### src/rtl/led_flash_pkg.sv
// Shared mode encodings and burst state type for the multi-channel LED flasher.
package led_flash_pkg;

  localparam logic [1:0] MODE_STRETCH = 2'b00;
  localparam logic [1:0] MODE_BLINK   = 2'b01;
  localparam logic [1:0] MODE_BURST   = 2'b10;
  localparam logic [1:0] MODE_DIRECT  = 2'b11;

  typedef enum logic [1:0] {
    BURST_IDLE = 2'b00,
    BURST_ON   = 2'b01,
    BURST_OFF  = 2'b10
  } burst_state_e;

endpackage

### src/rtl/led_flash_chan.sv
// Single LED channel: period counter, stretch/blink/burst/direct behaviour.
// Output is the raw lit state; pin polarity is applied by the top level.
module led_flash_chan
  import led_flash_pkg::*;
#(
  parameter int CNT_W   = 24,
  parameter int BURST_W = 4
) (
  input  logic               i_clock,
  input  logic               i_reset_n,
  input  logic               i_enable,
  input  logic               i_signal,
  input  logic [1:0]         i_mode,
  input  logic [CNT_W-1:0]   i_period,
  input  logic [BURST_W-1:0] i_burst_len,
  output logic               o_led
);

  logic [CNT_W-1:0]   r_cnt;
  logic               r_sig_q;
  logic [1:0]         r_mode_q;
  burst_state_e       r_state;
  logic [BURST_W-1:0] r_remaining;
  logic               r_led;
  logic               w_rise;
  logic               w_at_period;

  assign w_rise      = i_signal & ~r_sig_q;
  assign w_at_period = (r_cnt == i_period);
  assign o_led       = r_led;

  // Channel state: enable low beats a mode change, which beats the mode logic.
  always_ff @(posedge i_clock or negedge i_reset_n) begin
    if (!i_reset_n) begin
      r_led       <= 1'b0;
      r_cnt       <= '0;
      r_sig_q     <= 1'b0;
      r_mode_q    <= 2'b00;
      r_state     <= BURST_IDLE;
      r_remaining <= '0;
    end else begin
      r_sig_q  <= i_signal;
      r_mode_q <= i_mode;
      if (!i_enable) begin
        r_led       <= 1'b0;
        r_cnt       <= '0;
        r_state     <= BURST_IDLE;
        r_remaining <= '0;
      end else if (i_mode != r_mode_q) begin
        r_led   <= 1'b0;
        r_cnt   <= '0;
        r_state <= BURST_IDLE;
      end else begin
        case (i_mode)
          MODE_STRETCH: begin
            if (i_signal) begin
              r_cnt <= '0;
              r_led <= 1'b1;
            end else if (w_at_period) begin
              r_led <= 1'b0;
            end else begin
              r_cnt <= r_cnt + CNT_W'(1);
            end
          end
          MODE_BLINK: begin
            if (!i_signal) begin
              r_led <= 1'b0;
              r_cnt <= '0;
            end else if (!r_sig_q) begin
              r_led <= 1'b1;
              r_cnt <= '0;
            end else if (w_at_period) begin
              r_led <= ~r_led;
              r_cnt <= '0;
            end else begin
              r_cnt <= r_cnt + CNT_W'(1);
            end
          end
          MODE_BURST: begin
            // remaining is latched at trigger so a live burst_len change cannot stretch a burst
            case (r_state)
              BURST_IDLE: begin
                if (w_rise && (i_burst_len != '0)) begin
                  r_led       <= 1'b1;
                  r_cnt       <= '0;
                  r_remaining <= i_burst_len;
                  r_state     <= BURST_ON;
                end else begin
                  r_state <= BURST_IDLE;
                end
              end
              BURST_ON: begin
                if (w_at_period) begin
                  r_led   <= 1'b0;
                  r_cnt   <= '0;
                  r_state <= BURST_OFF;
                end else begin
                  r_cnt <= r_cnt + CNT_W'(1);
                end
              end
              BURST_OFF: begin
                if (!w_at_period) begin
                  r_cnt <= r_cnt + CNT_W'(1);
                end else if (r_remaining == BURST_W'(1)) begin
                  r_state <= BURST_IDLE;
                end else begin
                  r_remaining <= r_remaining - BURST_W'(1);
                  r_led       <= 1'b1;
                  r_cnt       <= '0;
                  r_state     <= BURST_ON;
                end
              end
              default: begin
                r_led   <= 1'b0;
                r_cnt   <= '0;
                r_state <= BURST_IDLE;
              end
            endcase
          end
          MODE_DIRECT: begin
            r_led <= i_signal;
            r_cnt <= '0;
          end
          default: begin
            r_led <= 1'b0;
            r_cnt <= '0;
          end
        endcase
      end
    end
  end

endmodule

### src/rtl/led_flash_multi.sv
// Bank of independent LED channels; slices the per-channel buses and applies
// the pin polarity without adding latency.
module led_flash_multi
  import led_flash_pkg::*;
#(
  parameter int CHANNELS   = 4,
  parameter int CNT_W      = 24,
  parameter int BURST_W    = 4,
  parameter bit ACTIVE_LOW = 1'b0
) (
  input  logic                      clock,
  input  logic                      reset_n,
  input  logic                      enable,
  input  logic [CHANNELS-1:0]       signal,
  input  logic [2*CHANNELS-1:0]     mode,
  input  logic [CNT_W*CHANNELS-1:0] period,
  input  logic [BURST_W-1:0]        burst_len,
  output logic [CHANNELS-1:0]       LED
);

  logic [CHANNELS-1:0] w_led_q;

  for (genvar gi = 0; gi < CHANNELS; gi++) begin : g_chan
    led_flash_chan #(
      .CNT_W   (CNT_W),
      .BURST_W (BURST_W)
    ) u_chan (
      .i_clock     (clock),
      .i_reset_n   (reset_n),
      .i_enable    (enable),
      .i_signal    (signal[gi]),
      .i_mode      (mode[2*gi +: 2]),
      .i_period    (period[CNT_W*gi +: CNT_W]),
      .i_burst_len (burst_len),
      .o_led       (w_led_q[gi])
    );
  end

  assign LED = w_led_q ^ {CHANNELS{ACTIVE_LOW}};

endmodule
### config.mk
export PLATFORM = sky130hd
export DESIGN_NAME = led_flash_multi
export DESIGN_NICKNAME = d
export VERILOG_FILES = /design/src/rtl/led_flash_pkg.sv /design/src/rtl/led_flash_chan.sv /design/src/rtl/led_flash_multi.sv
export SDC_FILE = /design/constraint.sdc
export NUM_CORES = 1
export LEC_CHECK = 0
export BUFFER_PORTS_ARGS = -buffer_cell sky130_fd_sc_hd__buf_2
export CAP_MARGIN = 15
export CORE_MARGIN = 2
export CORE_UTILIZATION = 55
export CTS_BUF_LIST = sky130_fd_sc_hd__clkbuf_16
export CTS_CLUSTER_SIZE = 20
export DETAILED_ROUTE_END_ITERATION = 8
export GPL_ROUTABILITY_DRIVEN = 0
export GPL_TIMING_DRIVEN = 0
export MAX_ROUTING_LAYER = met4
export PLACE_DENSITY = 0.77
export SYNTH_ARGS = -nofsm -noshare
export SYNTH_HDL_FRONTEND = slang
export SYNTH_SLANG_ARGS = --single-unit
### constraint.sdc
create_clock -name clock -period 3.3 [get_ports clock]
set_input_delay 0.66 -clock clock [delete_from_list [all_inputs] [get_ports clock]]
set_output_delay 0.66 -clock clock [all_outputs]
set_load 0.005 [all_outputs]
==> metrics.csv, run 1 <==
stage;metric;value;unit
status;status;completed;
timing;period utilisation layout;85.1;%
power;worst vdd ir;377;uV
power;Power Total;0.00415;W
setup_path;critical path class;reg -> reg;
placement;PortBufs;117;
synth;cell count after synthesis;1163;
timing;Slew @ Worst Pin;1100;ps
synth;Seq cells post-synth;136;
final_layout;number of nets in the layout;1443;
timing;RSZ-0062 raised after global routing;false;
cts;Clk Tree Root Cell;clkbuf_16;
floorplan;core area;17900;sq um
cts;Longest Clk Path Bufs;2;
routing;Routed WL per cell;16.5;microns
synth;Seq/Total Area, Yosys;34.0;%
setup_path;r2r setup slk;490;ps
placement;hpwl dp;18300;microns
synth;syn nets;1306;
power;Logic pwr share;9.8;%
final_layout;non-filler instance count after layout;1542;
setup_path;reg-to-reg endpoint;g_chan[1].u_chan.r_cnt[23]$_DFFE_PN0P_;
timing;Setup Skew;10.3;ps
setup_path;Max Fanout on Critical Path;10;
setup_path;Buf/Inv on CP;1;
timing;fmax;356;MHz
final_layout;register area;3400;sq um
power;Seq pwr share;41.2;%
cts;CTS tree;yes;
placement;post-placement cell count;1510;
final_layout;share of cells above drive strength 1;15.7;%
final_layout;fillers;1545;
cts;setup bufs post-CTS;0;
timing;Pins Over Slew Limit;0;
power;Switching Share;23.5;%
final_layout;Final Util;64.4;%
setup_path;Reg-to-Reg Start;g_chan[1].u_chan.r_remaining[1]$_DFFE_PN0P_;
routing;vias post-DR;9400;
timing;Fin Setup TNS;0;ps
routing;post-route ant nets;0;
run;Max Cap Violations;0;
timing;WHS;149;ps
grt;largest net degree at the start of global routing;95;
routing;Via-to-Cell Ratio;6.10;
synth;Synthesis Warnings;0;
grt;initial antenna violation count;0;
grt;grt total ovfl;0;
timing;Slew HR;26.4;%
setup_path;WP data required;3590;ps
cts;Clk Latency, worst-skew pair;420;ps
routing;drt initial violations;778;
power;PwrDens;360;nW/um^2
floorplan;Starting Density;55.9;%
floorplan;Die ar.;19300;sq um
final_layout;# diodes;0;
setup_path;CP startpoint kind;flop;
cts;count of hold-fix buffers inserted at cts;0;
final_layout;Multi-input gate area;6110;sq um
grt;vias in the first global route;8782;
floorplan;Site Rows;49;
setup_path;Slowest-stage cell, CP;nor3b_1;
cts;CTS clock-pin slew for the worst setup and hold paths;60;ps
synth;asr flop ratio synth;100;%
setup_path;worst reg-to-reg path cell count;8;
power;Leakage;4.95;nW
routing;first-pass iteration count of the detailed router;5;
cts;CTS Buf Count;17;
power;Clk pwr share;49.0;%
timing;Hold Fails Final Rpt;0;
power;Pint;0.00318;W
timing;crit path time final;2810;ps
hold_path;min-delay worst type;in -> async;
routing;Routed WL;25500;microns
synth;count of cell types in the netlist;78;
synth;top_reg_cell synth;dfrtp_1;
setup_path;CP max stage delay;540;ps
synth;syn_area_per_cell;8.61;sq um
cts;CTS Sinks;136;
floorplan;Die X;139;microns
setup_path;Top delay family on crit path;simple AND/OR/NAND/NOR gates;
setup_path;Crit. End Element;flop;
floorplan;height of the die;139;microns
grt;global-route wire length before repair;42600;microns
synth;Post-synth EDFFs;0;
routing;DRC Markers;0;
cts;post-cts repair resize count;0;
cts;htree depth;4;
setup_path;worst-path cell chain;inv_1, ha_1, nor3b_1, nand4_1, o41ai_1, a31oi_1, nand2_1, o221ai_1;
timing;# setup viols final;0;
setup_path;Critical Path AT;3090;ps
power;Psw;0.000976;W
final_layout;area grow syn2layout;15.2;%
grt;Global Route Usage Sum;27.1;%
synth;Cell Area, Synth;10000;sq um
floorplan;I/O pins;119;
[cells by family (layout without fill, tap and decap cells)]
family / after synthesis / after routing / share of synthesized area (%)
DFF: 136 / 136 / 34.0
muxes: 16 / 16 / 1.62
adders and majority gates: 28 / 28 / 3.50
buffers and inverters: 111 / 261 / 4.97
xor gates and xnor gates: 104 / 104 / 9.09
and+or+nand+nor: 468 / 468 / 24.9
AOI/OAI and AO/OA: 300 / 300 / 22.0
[area by class of cell]
type / count / share of cell area [%]
Clock inverter: 15 / 1.65
Timing Repair Buffer: 118 / 5.37
Buffer: 59 / 2.62
Inverter: 52 / 1.69
Sequential cell: 136 / 29.5
Multi-Input combinational cell: 916 / 53.0
Tap cell: 229 / 2.48
Clock buffer: 17 / 3.69
[cell usage in the layout (no fill, tap or decap), types with 6 or more instances in the layout]
cell type,Yosys,final
a22o_1,34,34
xnor2_1,88,88
o22ai_1,11,11
a22oi_1,12,12
o41ai_1,6,6
nor2_1,74,74
buf_2,18,134
nand2_1,101,101
ha_1,28,28
nor2b_1,18,18
and2_1,15,15
or3_1,11,11
clkinv_1,0,6
nand3_1,63,63
o21ai_0,74,74
dfrtp_1,136,136
a21o_1,10,10
clkbuf_1,31,31
nor4_1,13,13
and3_1,56,56
mux2i_1,14,14
clkbuf_16,0,17
nand4_1,42,42
o31ai_1,9,9
a2bb2oi_1,8,8
xor2_1,16,16
inv_1,52,54
nand2b_1,10,10
nor3_1,32,32
a32oi_1,20,20
a21oi_1,29,29
o211ai_1,10,10
o31ai_2,6,6
a31oi_1,7,7
a31o_2,7,7
[metal layers]
layer / part of all wire [%] / vias to the layer above / wire [microns] / track usage, %
met5: 0 / - / 0 / -
met4: 0.87 / 0 / 222 / 5.53
met3: 5.2 / 19 / 1320 / 3.76
met2: 48 / 275 / 12100 / 43.4
met1: 46 / 4519 / 11800 / 37.3
li1: - / 4587 / - / -
[power by group through the flow]
stage	sequential (W)	clock (W)	combinational, W
6_report	0.00171	0.00204	0.000406
5_1_grt	0.00171	0.00213	0.000454
4_1_cts	0.00171	0.00206	0.000409
3_5_place_dp	0.00174	0	0.000407
3_3_place_gp	0.00174	0	0.000396
2_1_floorplan	0.00173	0	0.000218
[state kept, by name, indices dropped and copies added (netlist names)]
name and count:
g_chan.u_chan.o_led 4, g_chan.u_chan.r_cnt 96, g_chan.u_chan.r_mode_q 8, g_chan.u_chan.r_remaining 16, g_chan.u_chan.r_sig_q 4, g_chan.u_chan.r_state 8
[through the flow]
| step | setup WS [ps] | instance area [sq um] |
|---|---|---|
| 3_5_place_dp | 265 | 10900 |
| 2_1_floorplan | 860 | 10000 |
| 3_3_place_gp | -495 | 10900 |
| 5_1_grt | 162 | 11500 |
| 6_report | 492 | 11500 |
| 4_1_cts | 548 | 11500 |
[how the worst max path moves through the flow]
| stage | from | to | slack, ps | cells past startpoint |
|---|---|---|---|---|
| after floorplan | mode[2] | g_chan[1].u_chan.r_cnt[16]$_DFFE_PN0P_ | 860 | 8 |
| after global placement | reset_n | g_chan[1].u_chan.r_cnt[4]$_DFFE_PN0P_ | -500 | 1 |
| after detailed placement | burst_len[1] | g_chan[3].u_chan.r_cnt[17]$_DFFE_PN0P_ | 260 | 9 |
| after CTS | g_chan[1].u_chan.r_remaining[1]$_DFFE_PN0P_ | g_chan[1].u_chan.r_cnt[23]$_DFFE_PN0P_ | 550 | 8 |
| after global routing | g_chan[1].u_chan.r_remaining[1]$_DFFE_PN0P_ | g_chan[1].u_chan.r_cnt[23]$_DFFE_PN0P_ | 160 | 8 |
| final | g_chan[1].u_chan.r_remaining[1]$_DFFE_PN0P_ | g_chan[1].u_chan.r_cnt[23]$_DFFE_PN0P_ | 490 | 8 |
[cells in the mapped netlist (15+ instances only)]
master,instances,area [sq um]
dfrtp_1,136,3400
nand2_1,101,379
xnor2_1,88,771
nor2_1,74,278
o21ai_0,74,370
nand3_1,63,315
and3_1,56,350
inv_1,52,195
nand4_1,42,263
a22o_1,34,298
nor3_1,32,160
clkbuf_1,31,116
a21oi_1,29,145
ha_1,28,350
a32oi_1,20,175
buf_2,18,90.1
nor2b_1,18,113
xor2_1,16,140
and2_1,15,93.8
[worst reg2reg max path, stage by stage (launching register included)]
cell and delay [ps]:
dfrtp_1 380, inv_1 100, ha_1 190, nor3b_1 540, nand4_1 230, o41ai_1 180, a31oi_1 450, nand2_1 460
o221ai_1 160
No activity file was read; power rests on OpenSTA's default activity.
==> run 2, diff against run 1 <==
- CORE_ASPECT_RATIO: unset -> 1.75
==> run 2 against run 1 <==
Compared with the run above: utilization down 0.29 points; final area about the same; wire length up 5.9%; combinational power grew 1%; power is 0.45% lower; first-iteration DRC count shrank 23%; clock power about the same; worst setup slack better by 1.9 ps; count of clock-buffer cells in the layout unchanged; via count grew 1.5%; critical path depth is the same; largest cell class unchanged.
==> metrics.csv, run 2 (synthesis results as in run 1) <==
stage;metric;value;unit
status;status;completed;
floorplan;height of the die;183;microns
final_layout;number of nets in the layout;1443;
grt;initial antenna violation count;1;
cts;post-cts repair resize count;0;
floorplan;core area;18000;sq um
placement;hpwl dp;19800;microns
setup_path;Critical Path AT;3100;ps
cts;CTS Sinks;136;
final_layout;max reg flops;96;
setup_path;Crit. End Element;flop;
final_layout;commonest non-fill, non-tap cells in the layout;136 x dfrtp_1, 134 x buf_2, 101 x nand2_1, 88 x xnor2_1;
routing;Routed WL;27000;microns
hold_path;min-delay worst type;in -> async;
grt;Global Route Usage Sum;29.2;%
final_layout;Multi-input gate area;6110;sq um
setup_path;worst reg-to-reg path cell count;8;
floorplan;Starting Density;55.7;%
setup_path;CP startpoint kind;flop;
cts;Clk Latency, worst-skew pair;440;ps
power;PwrDens;359;nW/um^2
setup_path;reg-to-reg endpoint;g_chan[1].u_chan.r_cnt[23]$_DFFE_PN0P_;
setup_path;CP max stage delay;530;ps
cts;CTS tree;yes;
grt;global-route wire length before repair;44500;microns
cts;setup bufs post-CTS;0;
final_layout;Final Util;64.2;%
placement;pre-CTS setup slack;215;ps
run;Max Cap Violations;0;
timing;Setup WS post-layout;494;ps
cts;count of hold-fix buffers inserted at cts;0;
routing;vias post-DR;9539;
setup_path;critical path class;reg -> reg;
timing;fmax;356;MHz
routing;DRC Markers;0;
setup_path;Max Fanout on Critical Path;10;
floorplan;Die X;106;microns
setup_path;r2r setup slk;490;ps
final_layout;fillers;1608;
timing;Slew @ Worst Pin;1170;ps
final_layout;Largest Register;g_chan.u_chan.r_cnt;
cts;htree depth;4;
timing;Hold Fails Final Rpt;0;
floorplan;Site Rows;65;
final_layout;commonest non-fill, non-tap cell in the layout;dfrtp_1;
routing;Routed WL per cell;17.4;microns
routing;post-route ant nets;0;
setup_path;CP startpoint;g_chan[1].u_chan.r_remaining[1]$_DFFE_PN0P_;
timing;# setup viols final;0;
timing;RSZ-0062 raised after global routing;false;
timing;crit path time final;2810;ps
grt;largest net degree at the start of global routing;76;
timing;Pins Over Slew Limit;0;
cts;CTS Buf Count;17;
final_layout;area grow syn2layout;15.1;%
routing;drt initial violations;601;
timing;Setup Skew;9.54;ps
timing;period utilisation layout;85.0;%
floorplan;Die ar.;19300;sq um
cts;Clk Tree Root Cell;clkbuf_16;
cts;CTS clock-pin slew for the worst setup and hold paths;70;ps
placement;PortBufs;117;
setup_path;Slowest-stage cell, CP;nor3b_1;
setup_path;worst-path cell chain;inv_1, ha_1, nor3b_1, nand4_1, o41ai_1, a31oi_1, nand2_1, o221ai_1;
setup_path;Reg-to-Reg Start;g_chan[1].u_chan.r_remaining[1]$_DFFE_PN0P_;
final_layout;register area;3400;sq um
final_layout;biggest regs;g_chan.u_chan.r_cnt (96), g_chan.u_chan.r_remaining (16);
setup_path;Top delay family on crit path;simple AND/OR/NAND/NOR gates;
routing;Via-to-Cell Ratio;6.17;
final_layout;share of cells above drive strength 1;16.2;%
power;Leakage;4.92;nW
cts;Longest Clk Path Bufs;2;
setup_path;WP data required;3600;ps
power;worst vdd ir;274;uV
floorplan;I/O pins;119;
grt;vias in the first global route;9498;
setup_path;Buf/Inv on CP;1;
routing;first-pass iteration count of the detailed router;5;
timing;Slew HR;21.2;%
grt;grt total ovfl;0;
## run 2: cell count changes in the layout (fill, tap and decap cells not counted)
cell        previous run  this run
clkinv_1               6         0
clkinvlp_4             0         5
inv_6                  0         4
bufinv_16              5         3
clkinv_2               2         0
clkinv_4               0         1
diode_2                0         1
inv_1                 54        53
## run 2: area by class of cell
| cell class | count | area share (%) |
|---|---|---|
| Antenna cell | 1 | 0.0217 |
| Buffer | 59 | 2.63 |
| Clock buffer | 17 | 3.69 |
| Clock inverter | 14 | 1.52 |
| Inverter | 52 | 1.69 |
| Multi-Input combinational cell | 916 | 53.0 |
| Sequential cell | 136 | 29.5 |
| Tap cell | 234 | 2.54 |
| Timing Repair Buffer | 118 | 5.37 |
## run 2: metal layers
layer,up-vias,wire [microns],track usage [%]
li1,4585,-,-
met1,4577,10200,30.4
met2,299,14600,54.3
met3,78,1110,3.54
met4,0,989,13.2
met5,-,0,-
## run 2: worst reg2reg max path, stage by stage, from the launching register on
cell and delay [ps]:
dfrtp_1 380, inv_1 90, ha_1 180, nor3b_1 530
nand4_1 250, o41ai_1 190, a31oi_1 440, nand2_1 430
o221ai_1 160
## run 2: power breakdown
part	switching, W	leakage [nW]	internal [W]
combinational	0.000238	2.78	0.000173
clock	0.000824	0.280	0.00119
sequential	0.0000214	1.86	0.00169
## run 2: through the flow
stage / TNS (ps) / area, sq um / hold slack [ps] / power [W] / instances
2_1_floorplan: 0 / 10000 / 364 / 0.00195 / 1163
3_5_place_dp: 0 / 10900 / 500 / 0.00215 / 1515
4_1_cts: 0 / 11500 / 225 / 0.00414 / 1546
6_report: 0 / 11500 / 190 / 0.00413 / 1547
3_3_place_gp: -63850 / 10900 / 500 / 0.00214 / 1514
5_1_grt: 0 / 11500 / 259 / 0.00425 / 1547
## run 2: worst max-delay path by stage
stage | slack [ps] | endpoint | depth (start not counted)
floorplan | 860 | g_chan[1].u_chan.r_cnt[16]$_DFFE_PN0P_ | 8
global placement | -480 | g_chan[0].u_chan.r_cnt[19]$_DFFE_PN0P_ | 1
detailed placement | 220 | g_chan[1].u_chan.r_cnt[23]$_DFFE_PN0P_ | 6
CTS | 590 | g_chan[1].u_chan.r_cnt[23]$_DFFE_PN0P_ | 8
global route | 370 | g_chan[1].u_chan.r_cnt[23]$_DFFE_PN0P_ | 8
finish | 490 | g_chan[1].u_chan.r_cnt[23]$_DFFE_PN0P_ | 8
